===== src/rtl/adc_sample_filter.sv =====
// adc_sample_filter: frame-rate ADC sampler with boxcar moving average; define ADC_FILT_PEAK_EN to build peak hold
module adc_sample_filter #(
  parameter int DATA_W   = 8,
  parameter int AVG_LOG2 = 3,
  parameter int DIV      = 256
) (
  input  logic              clk_i,
  input  logic              rst_i,
  input  logic [DATA_W-1:0] adc_data_i,
  input  logic              filt_clr_i,
  output logic [DATA_W-1:0] filt_data_o,
  output logic              filt_vld_o,
  output logic              filt_full_o,
  output logic [DATA_W-1:0] peak_max_o,
  output logic [DATA_W-1:0] peak_min_o
);
  localparam int DEPTH = 1 << AVG_LOG2;
  localparam int SW = DATA_W + AVG_LOG2;
  localparam int TW = $clog2(DIV);
  localparam logic [TW-1:0] TICK_LAST = TW'(DIV - 1);
  localparam logic [AVG_LOG2:0] FILL_MAX = (AVG_LOG2 + 1)'(DEPTH);
  logic [TW-1:0] tick_cnt;
  logic [DATA_W-1:0] mem [DEPTH];
  logic [AVG_LOG2-1:0] wr_ptr;
  logic [AVG_LOG2:0] fill_cnt;
  logic [SW-1:0] sum;
  logic [SW-1:0] sum_next;
  logic sample_stb;
  // frame tick and running-sum update: new sample in, oldest (zero while filling) out
  always_comb begin
    sample_stb = tick_cnt == TICK_LAST;
    sum_next = sum + SW'(adc_data_i) - SW'(mem[wr_ptr]);
  end
  assign filt_full_o = fill_cnt == FILL_MAX;
  // tick counter, circular window, running sum and filtered output
  always_ff @(posedge clk_i or posedge rst_i) begin
    if (rst_i) begin
      tick_cnt <= '0;
      mem <= '{default: '0};
      wr_ptr <= '0;
      fill_cnt <= '0;
      sum <= '0;
      filt_data_o <= '0;
      filt_vld_o <= 1'b0;
    end else if (filt_clr_i) begin
      tick_cnt <= '0;
      mem <= '{default: '0};
      wr_ptr <= '0;
      fill_cnt <= '0;
      sum <= '0;
      filt_data_o <= '0;
      filt_vld_o <= 1'b0;
    end else begin
      tick_cnt <= sample_stb ? '0 : tick_cnt + 1'b1;
      filt_vld_o <= sample_stb;
      if (sample_stb) begin
        mem[wr_ptr] <= adc_data_i;
        wr_ptr <= wr_ptr + 1'b1;
        sum <= sum_next;
        filt_data_o <= sum_next[SW-1:AVG_LOG2];
        fill_cnt <= filt_full_o ? fill_cnt : fill_cnt + 1'b1;
      end
    end
  end
`ifdef ADC_FILT_PEAK_EN
  // running extremes of every captured sample since reset or clear
  always_ff @(posedge clk_i or posedge rst_i) begin
    if (rst_i) begin
      peak_max_o <= '0;
      peak_min_o <= '1;
    end else if (filt_clr_i) begin
      peak_max_o <= '0;
      peak_min_o <= '1;
    end else if (sample_stb) begin
      peak_max_o <= adc_data_i > peak_max_o ? adc_data_i : peak_max_o;
      peak_min_o <= adc_data_i < peak_min_o ? adc_data_i : peak_min_o;
    end
  end
`else
  assign peak_max_o = '0;
  assign peak_min_o = '1;
`endif
endmodule


===== config.mk =====
export PLATFORM = sky130hd
export DESIGN_NAME = adc_sample_filter
export DESIGN_NICKNAME = d
export VERILOG_FILES = /design/src/rtl/adc_sample_filter.sv
export SDC_FILE = /design/constraint.sdc
export NUM_CORES = 1
export LEC_CHECK = 0
export ABC_AREA = 1
export CORE_AREA = 8 8 179 96
export CTS_BUF_LIST = sky130_fd_sc_hd__clkbuf_4 sky130_fd_sc_hd__clkbuf_8
export DETAILED_ROUTE_END_ITERATION = 7
export DIE_AREA = 0 0 187 104
export PLACE_DENSITY = 0.54
export SKIP_CTS_REPAIR_TIMING = 1
export SLEW_MARGIN = 40
export SYNTH_ARGS = -nofsm -noshare
export SYNTH_HDL_FRONTEND = slang
export SYNTH_SLANG_ARGS = --single-unit

===== constraint.sdc =====
create_clock -name clk_i -period 3.2 [get_ports clk_i]
set_input_delay 0.48 -clock clk_i [delete_from_list [all_inputs] [get_ports clk_i]]
set_output_delay 0.48 -clock clk_i [all_outputs]
set_load 0.02 [all_outputs]

# Word level (Yosys, flattened, before mapping)
# Cells that the tools add are included.
[word_totals]
in_bits = 11
regBits = 99
out_inout_bits = 26
wordCells = 48
[op_classes]
bitwise = 1
n_eq_ne = 3
n_addsub = 5
n_reduce_logical = 3
magnitude_cmp = 2
n_mux = 20
[op_table]
columns = ["op", "count"]
rows = [
  ["two-way mux 64 bit", 2],
  ["bitwise mux 64 bit", 1],
  ["two-way mux 8 bit", 7],
  ["binary-select mux 8 bit (select 3 bit)", 1],
  ["demux 8 bit (select 3 bit)", 1],
  ["two-way mux 11 bit", 2],
  ["two-way mux 4 bit", 3],
  ["adder 11 x 8 -> 11 bit", 1],
  ["subtractor 11 x 8 -> 11 bit", 1],
  ["adder 8 x 1 -> 8 bit (second input constant)", 1],
  ["equality test 8 bit (second input constant)", 1],
  ["two-way mux 3 bit", 2],
  ["adder 4 x 1 -> 4 bit (second input constant)", 1],
  ["equality test 4 bit (second input constant)", 1],
  [">= comparator 4 bit (second input constant)", 1],
  ["< comparator 4 x 1 -> 1 bit (second input constant)", 1],
  ["inverter 3 -> 4 bit", 1],
  ["adder 3 x 1 -> 3 bit (second input constant)", 1],
  ["inequality test 2 bit (second input constant)", 1],
  ["AND reduction 2 bit", 1],
  ["nonzero test 2 bit", 1],
  ["logical AND 1 bit", 1],
  ["two-way mux 1 bit", 1],
]

# Depth between registers and ports, before layout
# Gate-level depths: netlist of run 1.
[logic_depth]
ltp_word = 8
mapped_depth = 21
ltp_nobuf = 20

# Worst setup path after synthesis of run 1
# Ideal clock, no wire load.
[synth_timing]
path_type = "register to register"
from = "register wr_ptr[1]"
to = "register filt_data_o[6]"
slack_ns = 0.520
period_less_slack_ns = 2.680
setup_ns = 0.117
n_path_buf = 1
t_arrival_ns = 2.562
required_time_ns = 3.083
path_stages_with_launch = 19
path_cell_list = "dfrtp_1 > buf_4 > inv_1 > nand3_1 > inv_1 > nand2_1 > nand4_1 > or2_2 > fa_1 > inv_1 > ha_1 > nand2_1 > inv_1 > nand2_1 > nand2_1 > nand2_1 > nand4_1 > nand3_1 > nand2_1"
[synth_via]
elab_chain_cells = 7
[synth_lines]
columns = ["item", "line_no", "source"]
rows = [
  ["start: declaration", "24", "logic [AVG_LOG2-1:0] wr_ptr;"],
  ["start signal: assignment", "58", "wr_ptr <= wr_ptr + 1'b1;"],
  ["inverter 3 -> 4 bit (not written as such)", "32", "sum_next = sum + SW'(adc_data_i) - SW'(mem[wr_ptr]);"],
  ["binary-select mux 8 bit (select 3 bit)", "32", ""],
  ["two-way mux 8 bit (not written as such) (2 in a row)", "32", ""],
  ["subtractor 11 x 8 -> 11 bit", "32", ""],
  ["two-way mux 8 bit", "56", "if (sample_stb) begin"],
  ["two-way mux 8 bit", "45", "end else if (filt_clr_i) begin"],
  ["end signal: assignment", "60", "filt_data_o <= sum_next[SW-1:AVG_LOG2];"],
  ["end: declaration", "11", "output logic [DATA_W-1:0] filt_data_o,"],
]
# No other way between the ends. The select of a mux whose other input is x is not followed.
# A chain may end at the register's enable or synchronous reset.

# Worst setup path after layout of run 1
[layout_timing]
from = "register wr_ptr[1]"
to = "register filt_data_o[2]"
# The elaborated chain is that of the path after synthesis.

==> flow_summary.toml, run 1 <==
[setup_path]
crit_path_top_delay_cell = "fa_2"
critPathCaptureType = "flop"
critPathLaunchType = "flop"
cp_max_fo = 7
required_ns = 3.47
crit_chain = "buf_6 > nand3_2 > inv_2 > nand2_1 > o21ai_0 > nor2_1 > nand4_1 > fa_2 > inv_1 > ha_1 > nand3_1 > nand3_2 > nand2_2 > nand3_1 > nand2_1 > o22ai_1"
crit_type = "reg -> reg"
slowest_delay_ns = 0.66
worstPathArrival_ns = 3.39

[timing]
holdWs_ns = 0.357
hold_viol_final = 0
fin_crit_sh = 0.976
finalClockSkew_ns = 0.0181
layout_min_cycle_time_ns = 3.12
setup_slack_ns = 0.0759
max_freq_mhz = 320
relSlewSlack = 0.459
drv_slew = 0
worst_pin_slew_ns = 0.811
setup_viol = 0

[finish]
final_common_cell = "nand2_1"
fillers = 1556
finalNetCount = 685
num_antenna_cells = 0
syn2layout_area_growth_pct = 13.4
finalNonFillerCells = 860
multiInputGateArea_mm2 = 0.00229
seqCellArea_mm2 = 0.00228
layout_common_cells = "nand2_1, dfrtp_1, inv_1"
drive_gt1_frac = 0.114

[clock_tree]
cts_tree = "yes"
cts_inserted_buffers = 9
cts_sinks = 91
path_clk_slew_ns = 0.11
cts_htree_levels = 3
clk_path_buf_depth = 2
cts-root-buf = "clkbuf_8"
clk_latency_ns = 0.39

[floorplan]
row_count = 32
initial_core_util = 0.338
die_h_um = 104
core_mm2 = 0.0149
io_pins = 37
die_x_um = 187
dieArea_mm2 = 0.0194

[yosys]
synthCells = 621
synthArstFlopShare = 1.00
ys_warn_count = 0
synth.distinct_cells = 34
avgSynthCellArea_um2 = 8.09
synth_ff_type = "dfrtp_1"
syn_area_mm2 = 0.00502
synth_seq_cells = 91
ys_seq_area_frac = 0.453
synth_edf_count = 0

[power]
power.clock.fraction = 0.368
total_power_mw = 2.19
vdd_ir_drop_max_mv = 0.183
power_frac_comb = 0.104
swShare = 0.302
p_seq_frac = 0.527
internal_power_mw = 1.53
power_switching_mw = 0.660
power_density_mw_per_mm2 = 384
leakagePower_nw = 2.70

[drt]
postRouteAntennaNets = 0
via_count = 4291
routedWlPerCell_um = 17.5
wl_um = 15100
drc = 0
dr.pass1.iters = 5
drtIter0Drc = 432
viasPerCell = 4.99

[global_route]
grt_util_all_layers = 0.155
antenna_found_initial = 0
grt_pass1_wl_um = 23400
grt_pass1_vias = 4012
grt_max_degree = 76
grt-ovfl-total = 0

[min_path]
hold_path_class = "in -> async"

[placement]
dpl.hpwl_um = 11300
portBuffers = 20
gp_congestion = 0.938
placed_cells = 836
pre_cts_slack_ns = -0.104

[status]
status = "complete, no violations"

[run]
maxCapViolations = 0
[power groups by stage]
stage          Sequential [mW]  Clock, mW  Combinational [mW]
2_1_floorplan             1.18          0               0.160
3_3_place_gp              1.18          0               0.217
3_5_place_dp              1.18          0               0.217
4_1_cts                   1.15      0.828               0.218
5_1_grt                   1.15      0.869               0.257
6_report                  1.15      0.805               0.229
[layout make-up]
cell class / count / area share
multi-input combinational: 424 / 0.402
sequential: 91 / 0.400
inverter: 90 / 0.0602
timing repair buffer: 35 / 0.0577
tap: 204 / 0.0448
clock buffer: 9 / 0.0217
clock inverter: 7 / 0.0138
[state kept, by name (all words and copies together) (netlist names)]
name,cells
mem,64
filt_data_o,8
tick_cnt,8
fill_cnt,4
sum,3
wr_ptr,3
filt_vld_o,1
[kinds of logic after synthesis]
| kind of cell | after synthesis | share of synthesized area |
|---|---|---|
| adder cells (fa/ha/maj) | 23 | 0.0692 |
| AO/OA/AOI/OAI | 113 | 0.128 |
| flip-flops | 91 | 0.453 |
| XOR/XNOR | 5 | 0.00872 |
| AND/OR/NAND/NOR | 267 | 0.228 |
| other | 2 | 0.00149 |
| buffers and inverters | 120 | 0.112 |
[critical path, delay by kind of cell, from the launching register on]
kind,cells,cell delay [ns]
and+or+nand+nor,9,1.19
adders and majority gates,2,0.96
DFF,1,0.41
buffers and inverters,3,0.28
AOI/OAI and AO/OA,2,0.16
[path summary, 6_finish.rpt]
check	start	to	slack (ns)	depth (start not counted)
min in group clk_i	tick_cnt[0]	tick_cnt[0]	0.47	1
max in group asynchronous	rst_i	wr_ptr[0]	2.16	3
worst min register to register	tick_cnt[0]	tick_cnt[0]	0.47	1
worst min-delay path	rst_i	mem[3]	0.36	2
worst max-delay path	wr_ptr[1]	filt_data_o[2]	0.08	16
worst max register to register	wr_ptr[1]	filt_data_o[2]	0.08	16
[synth_stat cells, types with 2 or more instances]
master,count,share of area
a21oi_1,13,0.013
a22oi_1,7,0.010
buf_2,2,0.0020
buf_4,27,0.040
conb_1,2,0.0015
dfrtp_1,91,0.45
fa_1,8,0.032
ha_1,15,0.037
inv_1,84,0.063
inv_2,5,0.0037
nand2_1,170,0.13
nand2_2,2,0.0025
nand2_4,2,0.0045
nand3_1,27,0.027
nand3b_1,4,0.0060
nand4_1,12,0.015
nor2_1,42,0.031
nor2_2,2,0.0025
nor3_4,2,0.0065
o21ai_0,65,0.065
o21ai_1,9,0.0090
o21ai_2,11,0.019
o22ai_1,5,0.0062
xnor2_1,2,0.0035
xor2_1,3,0.0052
[layer usage]
metal	track usage	routed length (um)	vias to the layer above
met3	0.0415	1090	12
met2	0.194	5590	157
met1	0.253	8280	2107
li1	-	-	2015
met5	0	0	-
met4	0.0276	111	0
[through the flow]
| stage | utilization | setup TNS, ns | instance area (um^2) |
|---|---|---|---|
| 2_1_floorplan | - | 0 | 5080 |
| 3_3_place_gp | 0.362 | -0.108 | 5380 |
| 3_5_place_dp | 0.362 | -0.129 | 5380 |
| 4_1_cts | 0.376 | -0.174 | 5580 |
| 5_1_grt | 0.384 | -0.0751 | 5700 |
| 6_report | 0.384 | 0 | 5700 |
Power figures use the tool's default switching activity.
==> inputs of run 2 (changes only) <==
==> constraint.sdc (replaced) <==
create_clock -name clk_i -period 3.2 [get_ports clk_i]
set_input_delay 0.64 -clock clk_i [delete_from_list [all_inputs] [get_ports clk_i]]
set_output_delay 0.64 -clock clk_i [all_outputs]
set_load 0.02 [all_outputs]
==> run 2 against run 1 <==
Net effect: clock-buffer cell count stayed put; die area stayed put; clock power is 1% lower; largest cell class unchanged; wire length decreased by 2.9%.
==> flow_summary.toml, run 2 (synthesized netlist as in run 1, its figures left out) <==
[global_route]
grt_util_all_layers = 0.152
grt-ovfl-total = 0
grt_pass1_wl_um = 23300
antenna_found_initial = 0
grt_max_degree = 47
grt_pass1_vias = 3963

[clock_tree]
clk_latency_ns = 0.38
clk_path_buf_depth = 2
cts-root-buf = "clkbuf_8"
cts_inserted_buffers = 9
path_clk_slew_ns = 0.11
cts_htree_levels = 3
cts_tree = "yes"
cts_sinks = 91

[floorplan]
core_mm2 = 0.0149
initial_core_util = 0.338
dieArea_mm2 = 0.0194
io_pins = 37
row_count = 32
die_h_um = 104
die_x_um = 187

[setup_path]
crit_type = "reg -> reg"
cp_max_fo = 6
worstPathArrival_ns = 3.30
critPathCaptureType = "flop"
critPathLaunchType = "flop"
required_ns = 3.47

[finish]
final_common_cell = "nand2_1"
drive_gt1_frac = 0.110
num_antenna_cells = 0
finalNetCount = 683
finalNonFillerCells = 858
layout_common_cells = "nand2_1, dfrtp_1, inv_1"
syn2layout_area_growth_pct = 12.5
largest_register_ffs = 64
largest-register = "mem"
top_regs = "mem (64), filt_data_o (8), tick_cnt (8)"

[drt]
postRouteAntennaNets = 0
wl_um = 14600
dr.pass1.iters = 5
drtIter0Drc = 419
route.top_layer_used = "met4"
via_count = 4259
routedWlPerCell_um = 17.1
wl_met1_um = 7800
viasPerCell = 4.96
wl_met3_um = 1500
route.met2.wl_um = 5250
drc = 0

[power]
leakagePower_nw = 2.68
internal_power_mw = 1.52
power.clock.fraction = 0.366
p_seq_frac = 0.530
power_frac_comb = 0.104
vdd_ir_drop_max_mv = 0.164
power_switching_mw = 0.658
swShare = 0.302
total_power_mw = 2.18
power_density_mw_per_mm2 = 385

[timing]
finalClockSkew_ns = 0.0102
layout_min_cycle_time_ns = 3.03
setup_tns_ns = 0
fin_crit_sh = 0.947
setup_viol = 0
setup_slack_ns = 0.171
drv_slew = 0
max_freq_mhz = 330
hold_viol_final = 0
worst_pin_slew_ns = 0.760
relSlewSlack = 0.491

[placement]
placed_cells = 840
portBuffers = 20
pre_cts_slack_ns = 0.105
gp_congestion = 0.883
dpl.hpwl_um = 11000

[min_path]
hold_path_class = "reg -> reg"

[run]
maxCapViolations = 0

[status]
status = "complete, no violations"
[run 2: routing by layer]
| metal | up-vias | global-route usage |
|---|---|---|
| met1 | 2030 | 0.247 |
| met5 | - | 0 |
| met3 | 11 | 0.0472 |
| met2 | 203 | 0.183 |
| li1 | 2015 | - |
| met4 | 0 | 0.0287 |
[run 2: final timing paths]
path | cells after the start | endpoint | start | slack [ns]
setup / recovery | 18 | filt_data_o[7] | wr_ptr[2] | 0.17
max in group asynchronous | 3 | mem[52] | rst_i | 1.83
hold / removal | 1 | tick_cnt[0] | tick_cnt[0] | 0.48
setup reg to reg | 18 | filt_data_o[7] | wr_ptr[2] | 0.17
min in group asynchronous | 2 | mem[43] | rst_i | 0.69
hold reg to reg | 1 | tick_cnt[0] | tick_cnt[0] | 0.48
[run 2: power groups by stage]
stage                     sequential, mW  clock [mW]  combinational (mW)
after floorplan                     1.18           0               0.160
after global placement              1.18           0               0.216
after detailed placement            1.18           0               0.217
after CTS                           1.15       0.818               0.218
after global routing                1.15       0.862               0.253
final                               1.15       0.797               0.227
[run 2: per-stage QoR]
step / cell area [um^2] / util / hold WS, ns
after floorplan: 5080 / - / 0.433
after global placement: 5410 / 0.364 / 0.445
after detailed placement: 5410 / 0.364 / 0.460
after CTS: 5600 / 0.377 / 0.477
after global routing: 5650 / 0.381 / 0.507
final: 5650 / 0.381 / 0.475
[run 2: area by class of cell]
| class | instances | area [um^2] |
|---|---|---|
| clock buffers | 9 | 124 |
| clock inverters | 7 | 65.1 |
| fillers | 1561 | 9200 |
| inverters | 90 | 340 |
| multi-input cells | 424 | 2280 |
| flip-flops and latches | 91 | 2280 |
| well taps | 204 | 255 |
| repair buffers | 33 | 310 |
[run 2: worst max-delay path: stages (launching register included)]
cell and delay (ns):
dfrtp_2 0.43, buf_4 0.15, nand3_1 0.16, inv_2 0.10, nand2_1 0.08, nand4_1 0.17, or2_2 0.36, fa_1 0.48
inv_1 0.04, ha_2 0.36, nand2_1 0.09, nand2_1 0.06, nand2_1 0.04, nand2_1 0.06, nand2_1 0.08, nand3_1 0.08
nand2_1 0.05, nand3_1 0.06, nand2_1 0.06
